File: src/rtl/timer_reg_core_if.sv
// Write-transfer bundle between the APB slave front end and the timer register core.
// Latency: none, plain wires; wr_err is combinational in the core.
// Backpressure: none, every strobe is consumed in the cycle it is presented.
interface timer_reg_core_if;
   logic        wr_en;
   logic [31:0] addr;
   logic [31:0] wdata;
   logic [3:0]  wstrb;
   logic        wr_err;

   modport master (output wr_en, addr, wdata, wstrb, input wr_err);
   modport slave  (input wr_en, addr, wdata, wstrb, output wr_err);
endinterface

File: src/rtl/timer_reg_core.sv
// Timer register file plus 64-bit counter, clock divider and compare-match interrupt.
// Latency: writes visible next cycle; match sets tisr next edge, tim_int one edge later.
// Backpressure: none; illegal TCR writes are dropped and flagged on wr_err in the same cycle.
module timer_reg_core #(
   parameter int unsigned DIV_MAX = 8
) (
   input  logic              pclk,
   input  logic              presetn,
   timer_reg_core_if.slave   bus,
   output logic [31:0]       tcr,
   output logic [31:0]       tdr_0,
   output logic [31:0]       tdr_1,
   output logic [31:0]       tcmp0,
   output logic [31:0]       tcmp1,
   output logic [31:0]       tier,
   output logic [31:0]       tisr,
   output logic              tim_int
);

   localparam logic [31:0] A_TCR   = 32'h00;
   localparam logic [31:0] A_TDR0  = 32'h04;
   localparam logic [31:0] A_TDR1  = 32'h08;
   localparam logic [31:0] A_TCMP0 = 32'h0C;
   localparam logic [31:0] A_TCMP1 = 32'h10;
   localparam logic [31:0] A_TIER  = 32'h14;
   localparam logic [31:0] A_TISR  = 32'h18;
   // timer_en, div_en and div_val are the only implemented TCR bits
   localparam logic [31:0] TCR_MASK = 32'h0000_0F03;

   logic [31:0] tcr_q, tcr_d, tdr0_q, tdr0_d, tdr1_q, tdr1_d;
   logic [31:0] tcmp0_q, tcmp0_d, tcmp1_q, tcmp1_d;
   logic        tier_q, tier_d, tisr_q, tisr_d, tim_int_q, tim_int_d;
   logic [15:0] div_cnt_q, div_cnt_d;

   logic        sel_tcr, sel_tdr0, sel_tdr1, sel_tcmp0, sel_tcmp1, sel_tier, sel_tisr;
   logic [31:0] tcr_mrg;
   logic        tcr_bad, tick, match;
   logic [15:0] div_term;
   logic [63:0] cnt_inc;

   // Byte-lane merge of a write into an existing register value
   function automatic logic [31:0] lane_merge(input logic [31:0] old_v,
                                              input logic [31:0] new_v,
                                              input logic [3:0]  strb);
      logic [31:0] r;
      r = old_v;
      for (int i = 0; i < 4; i++) begin
         if (strb[i]) r[8*i +: 8] = new_v[8*i +: 8];
      end
      return r;
   endfunction

   // Address decode and TCR legality check on the lane-merged value
   always_comb begin
      sel_tcr   = bus.wr_en && (bus.addr == A_TCR);
      sel_tdr0  = bus.wr_en && (bus.addr == A_TDR0);
      sel_tdr1  = bus.wr_en && (bus.addr == A_TDR1);
      sel_tcmp0 = bus.wr_en && (bus.addr == A_TCMP0);
      sel_tcmp1 = bus.wr_en && (bus.addr == A_TCMP1);
      sel_tier  = bus.wr_en && (bus.addr == A_TIER);
      sel_tisr  = bus.wr_en && (bus.addr == A_TISR);
      tcr_mrg   = lane_merge(tcr_q, bus.wdata, bus.wstrb) & TCR_MASK;
      // Divider configuration is frozen while the timer runs
      tcr_bad   = (32'(tcr_mrg[11:8]) > DIV_MAX) ||
                  (tcr_q[0] && ((tcr_mrg[1] != tcr_q[1]) || (tcr_mrg[11:8] != tcr_q[11:8])));
   end

   assign bus.wr_err = sel_tcr && tcr_bad;

   // Divider tick generation, counter advance and register write-back
   always_comb begin
      div_term  = ~(16'hFFFF << tcr_q[11:8]);
      div_cnt_d = '0;
      tick      = tcr_q[0];
      if (tcr_q[0] && tcr_q[1]) begin
         tick      = (div_cnt_q == div_term);
         div_cnt_d = tick ? 16'd0 : div_cnt_q + 16'd1;
      end

      match   = ({tdr1_q, tdr0_q} == {tcmp1_q, tcmp0_q});
      cnt_inc = {tdr1_q, tdr0_q} + 64'd1;

      tdr0_d = tdr0_q;
      tdr1_d = tdr1_q;
      // A TDR write owns the cycle: the other word holds and no increment occurs
      if (sel_tdr0) begin
         tdr0_d = lane_merge(tdr0_q, bus.wdata, bus.wstrb);
      end else if (sel_tdr1) begin
         tdr1_d = lane_merge(tdr1_q, bus.wdata, bus.wstrb);
      end else if (tick) begin
         {tdr1_d, tdr0_d} = cnt_inc;
      end

      tcr_d   = (sel_tcr && !tcr_bad) ? tcr_mrg : tcr_q;
      tcmp0_d = sel_tcmp0 ? lane_merge(tcmp0_q, bus.wdata, bus.wstrb) : tcmp0_q;
      tcmp1_d = sel_tcmp1 ? lane_merge(tcmp1_q, bus.wdata, bus.wstrb) : tcmp1_q;
      tier_d  = (sel_tier && bus.wstrb[0]) ? bus.wdata[0] : tier_q;

      // Set from a match beats a simultaneous write-1-to-clear
      tisr_d = tisr_q;
      if (match) begin
         tisr_d = 1'b1;
      end else if (sel_tisr && bus.wstrb[0] && bus.wdata[0]) begin
         tisr_d = 1'b0;
      end

      tim_int_d = tisr_q & tier_q;
   end

   // State registers
   always_ff @(posedge pclk or negedge presetn) begin
      if (!presetn) begin
         tcr_q     <= 32'h0000_0100;
         tdr0_q    <= '0;
         tdr1_q    <= '0;
         tcmp0_q   <= 32'hFFFF_FFFF;
         tcmp1_q   <= 32'hFFFF_FFFF;
         tier_q    <= 1'b0;
         tisr_q    <= 1'b0;
         tim_int_q <= 1'b0;
         div_cnt_q <= '0;
      end else begin
         tcr_q     <= tcr_d;
         tdr0_q    <= tdr0_d;
         tdr1_q    <= tdr1_d;
         tcmp0_q   <= tcmp0_d;
         tcmp1_q   <= tcmp1_d;
         tier_q    <= tier_d;
         tisr_q    <= tisr_d;
         tim_int_q <= tim_int_d;
         div_cnt_q <= div_cnt_d;
      end
   end

   assign tcr     = tcr_q;
   assign tdr_0   = tdr0_q;
   assign tdr_1   = tdr1_q;
   assign tcmp0   = tcmp0_q;
   assign tcmp1   = tcmp1_q;
   assign tier    = {31'd0, tier_q};
   assign tisr    = {31'd0, tisr_q};
   assign tim_int = tim_int_q;

endmodule

File: src/flat_wrapper.sv
// flat-port wrapper written by rule: the top's interface ports become plain ports
module timer_reg_core_flat 
#(
   parameter int unsigned DIV_MAX = 8
)
  (pclk, presetn, tcr, tdr_0, tdr_1, tcmp0, tcmp1, tier, tisr, tim_int, bus_wr_en, bus_addr, bus_wdata, bus_wstrb, bus_wr_err);
  timer_reg_core_if bus_i ();
  input  logic pclk;
  input  logic presetn;
  output logic [31:0] tcr;
  output logic [31:0] tdr_0;
  output logic [31:0] tdr_1;
  output logic [31:0] tcmp0;
  output logic [31:0] tcmp1;
  output logic [31:0] tier;
  output logic [31:0] tisr;
  output logic tim_int;
  input wire logic [$bits(bus_i.wr_en)-1:0] bus_wr_en;
  input wire logic [$bits(bus_i.addr)-1:0] bus_addr;
  input wire logic [$bits(bus_i.wdata)-1:0] bus_wdata;
  input wire logic [$bits(bus_i.wstrb)-1:0] bus_wstrb;
  output wire logic [$bits(bus_i.wr_err)-1:0] bus_wr_err;
  assign bus_i.wr_en = bus_wr_en;
  assign bus_i.addr = bus_addr;
  assign bus_i.wdata = bus_wdata;
  assign bus_i.wstrb = bus_wstrb;
  assign bus_wr_err = bus_i.wr_err;
  timer_reg_core #(.DIV_MAX(DIV_MAX)) u_core (.pclk(pclk), .presetn(presetn), .bus(bus_i), .tcr(tcr), .tdr_0(tdr_0), .tdr_1(tdr_1), .tcmp0(tcmp0), .tcmp1(tcmp1), .tier(tier), .tisr(tisr), .tim_int(tim_int));
endmodule
File: config.mk
export PLATFORM = sky130hd
export DESIGN_NAME = timer_reg_core_flat
export DESIGN_NICKNAME = d
export VERILOG_FILES = /design/src/rtl/timer_reg_core_if.sv /design/src/rtl/timer_reg_core.sv /design/src/flat_wrapper.sv
export SDC_FILE = /design/constraint.sdc
export NUM_CORES = 1
export LEC_CHECK = 0
export ABC_AREA = 1
export CAP_MARGIN = 30
export CORE_ASPECT_RATIO = 1.75
export CORE_MARGIN = 8
export CORE_UTILIZATION = 54
export CTS_CLUSTER_DIAMETER = 80
export CTS_CLUSTER_SIZE = 30
export DETAILED_ROUTE_END_ITERATION = 16
export GPL_TIMING_DRIVEN = 0
export PLACE_DENSITY = 0.84
export RECOVER_POWER = 50
export SLEW_MARGIN = 20
export SYNTH_ARGS = -nofsm -noshare
export SYNTH_HDL_FRONTEND = slang
export SYNTH_SLANG_ARGS = --single-unit
File: constraint.sdc
create_clock -name pclk -period 4.6 [get_ports pclk]
set_input_delay 0.92 -clock pclk [delete_from_list [all_inputs] [get_ports pclk]]
set_output_delay 0.92 -clock pclk [all_outputs]
set_load 0.05 [all_outputs]
==> results.sh <==
export IMPL_status="complete, but fails checks"
export IMPL_violations="max-capacitance violations, max-slew violations"
export IMPL_avgSynthCellArea_um2=6.99
export IMPL_synth_seq_cells=153
export IMPL_hold_buffers=0
export IMPL_post_route_drc_count=0
export IMPL_synthArstFlopShare=1.00
export IMPL_finalSetupViolCount=0
export IMPL_total_power_mw=3.23
export IMPL_cp_data_arrival_time_ns=3.26
export IMPL_place_area_um2=13800
export IMPL_fin_crit_ns=4.18
export IMPL_tightestPinTransition_ns=3.46
export IMPL_drt_iter0_markers=1171
export IMPL_vdd_drop_max_mv=0.277
export IMPL_post_cts_repair_setup_buffers=0
export IMPL_period_share=0.908
export IMPL_row_count=69
export IMPL_finalNetCount=1974
export IMPL_leakage_nw=6.28
export IMPL_combPwrFrac=0.112
export IMPL_fin_setup_tns_ns=0
export IMPL_path_common_cell="nor2_1"
export IMPL_worst_hold_path_type="flip-flop to flip-flop"
export IMPL_p_seq_frac=0.417
export IMPL_switching_share=0.269
export IMPL_grt_pass1_wl_mm=68.1
export IMPL_syn2layout_area_growth_pct=30.3
export IMPL_synthCells=1584
export IMPL_cp_slowest_cell="clkdlybuf4s50_1"
export IMPL_num_io_pins=297
export IMPL_critPathLaunchType="primary input"
export IMPL_slew_violations=76
export IMPL_clk_pin_slew_worst_paths_ns=0.06
export IMPL_dieArea_um2=25500
export IMPL_cts_buffer_depth=2
export IMPL_slew_headroom=-1.31
export IMPL_worstPathRequired_ns=3.68
export IMPL_coreArea_um2=20200
export IMPL_cts_resized=0
export IMPL_vias=12000
export IMPL_cp_max_fo=7
export IMPL_grt_ovfl_total=0
export IMPL_yosys_warnings=0
export IMPL_synth_main_ff_cell="dfrtp_1"
export IMPL_slowest_delay_ns=0.83
export IMPL_grt_antenna_before_repair=1
export IMPL_finalHoldViolations=0
export IMPL_cts_buffers=17
export IMPL_grt_max_degree=79
export IMPL_synth_edf_count=0
export IMPL_final_cell_area_um2=14400
export IMPL_crit_path_end_kind="output pin"
export IMPL_h_tree_depth=4
export IMPL_worstSkewPairLatency_ns=0.46
export IMPL_initial_utilization=0.548
export IMPL_switchingPower_uw=868
export IMPL_netlist_area_um2=11100
export IMPL_clock_fmax_mhz=239
export IMPL_power_density_nw_per_um2=224
export IMPL_clockRootBuffer="clkbuf_16"
export IMPL_routed_wl_mm=45.4
export IMPL_cap_viol_max_count=1
export IMPL_drt_wirelength_per_cell_um=21.0
export IMPL_worstSetupPathType="primary input to output pin"
export IMPL_drive_gt1_frac=0.144
export IMPL_clock_sinks=153
export IMPL_die_x_um=124
export IMPL_postRouteAntennaNets=0
export IMPL_seq_area_frac_synth=0.353
export IMPL_die_y_um=205
export IMPL_dp_hpwl_mm=36.1
export IMPL_drt_pass1_iter_count=6
export IMPL_port_buffers=208
export IMPL_rsz0062_at_grt="false"
export IMPL_cts_tree="built"
export IMPL_netlist_cell_type_count=40
export IMPL_crit_chain="dlygate4sd3_1 > nor2_1 > nand2_1 > nor2_1 > nand2_1 > nor3_1 > inv_1 > nor2_1 > clkdlybuf4s50_1"
export IMPL_clkPwrFrac=0.471
export IMPL_power_internal_mw=2.36
export IMPL_grt_pass1_vias=12000
export IMPL_gp_congestion=1.08
export IMPL_via_per_inst=5.55
export IMPL_grt_total_usage=0.348
export IMPL_clock_skew_ns=0.0129
==> final timing paths <==
check | depth (start not counted) | from | slack, ns | end
worst max-delay path | 9 | bus_addr[24] | 0.42 | bus_wr_err
worst min-delay path | 2 | u_core.tcmp1[23] | 0.51 | u_core.tcmp1[23]
worst max register to register | 9 | u_core.tdr_0[1] | 1.59 | u_core.tdr_0[30]
worst min register to register | 2 | u_core.tcmp1[23] | 0.51 | u_core.tcmp1[23]
max in group asynchronous | 1 | presetn | 0.96 | u_core.tdr_1[23]
min in group asynchronous | 1 | presetn | 1.67 | u_core.div_cnt_q[11]
==> layer usage <==
metal  GRT usage  routed length [um]  share of wire
met5           0                   0              0
met4       0.282                3820          0.084
met3      0.0892                3540          0.078
met2       0.634               23600           0.52
met1       0.322               14500           0.32
==> worst max-delay path: cells and delay by family <==
kind	cells	cell delay, ns
simple gates	6	0.88
buf+inv	3	1.45
==> registers in the layout, summed over array words and instances (netlist names) <==
signal / flops
u_core.tier_q: 1
u_core.tim_int: 1
u_core.tcmp0: 32
u_core.tdr_1: 32
u_core.tcr: 6
u_core.tcmp1: 32
u_core.tdr_0: 32
u_core.div_cnt_q: 16
u_core.tisr_q: 1
==> Yosys cell counts, types with 6 or more instances <==
cell	count	area (um^2)
buf_2	9	45.0
clkbuf_1	22	82.6
dfrtp_1	88	2200
nand2_4	6	67.6
o21ai_2	33	289
nand2_1	512	1920
buf_4	94	706
a21oi_1	7	35.0
xnor2_1	81	709
nand3_1	94	470
nor2_1	171	642
nor3_1	22	110
nand4_1	45	282
inv_1	121	454
xor2_1	24	210
buf_6	7	78.8
o21ai_0	134	671
dfstp_2	65	1710
==> cell families after synthesis <==
group	Yosys count	share of synthesized area
AND/OR/NAND/NOR	884	0.342
buffers and inverters	259	0.126
AO/OA/AOI/OAI	180	0.0936
flip-flops	153	0.353
XOR/XNOR	105	0.0830
adder cells (fa/ha/maj)	2	0.00226
other	1	0.000338
==> placed cells by master, fill, tap and decap left out, drive strengths merged, types with 2 or more instances in the layout <==
| master | count |
|---|---|
| clkbuf | 45 |
| nand4 | 45 |
| xor2 | 24 |
| dlygate4sd3 | 46 |
| xnor2 | 81 |
| nor4 | 4 |
| a21oi | 7 |
| or2 | 4 |
| nor2 | 178 |
| conb | 88 |
| nand3 | 99 |
| nor3 | 27 |
| buf | 112 |
| dfstp | 65 |
| ha | 2 |
| nand3b | 3 |
| clkinvlp | 3 |
| bufinv | 3 |
| dfrtp | 88 |
| clkinv | 3 |
| o21ai | 168 |
| inv | 128 |
| nand2 | 522 |
| clkdlybuf4s50 | 161 |
==> power groups by stage <==
stage / sequential, mW / clock (mW) / combinational, mW
2_1_floorplan: 1.37 / 0 / 0.240
4_1_cts: 1.35 / 1.52 / 0.354
5_1_grt: 1.35 / 1.57 / 0.380
6_report: 1.35 / 1.52 / 0.361
3_3_place_gp: 1.37 / 0 / 0.348
3_5_place_dp: 1.37 / 0 / 0.354
==> metrics by stage <==
stage / worst slack (ns) / instances / util / hold slack, ns
after global routing: 0.260 / 2163 / 0.715 / 0.526
after floorplan: 1.32 / 1671 / - / 0.454
after detailed placement: 0.437 / 2129 / 0.685 / 0.498
final: 0.421 / 2163 / 0.715 / 0.507
after CTS: 0.426 / 2161 / 0.716 / 0.458
after global placement: -3.42 / 2127 / 0.683 / 0.485
==> layout make-up <==
| class | count | area, um^2 |
|---|---|---|
| Antenna cell | 1 | 2.50 |
| Buffer | 134 | 921 |
| Clock buffer | 20 | 467 |
| Clock inverter | 12 | 161 |
| Fill cell | 1671 | 5760 |
| Inverter | 125 | 469 |
| Multi-Input combinational cell | 1259 | 6080 |
| Sequential cell | 153 | 3910 |
| Tap cell | 248 | 310 |
| Timing Repair Buffer | 211 | 2120 |
No activity file was read; power rests on OpenSTA's default activity.
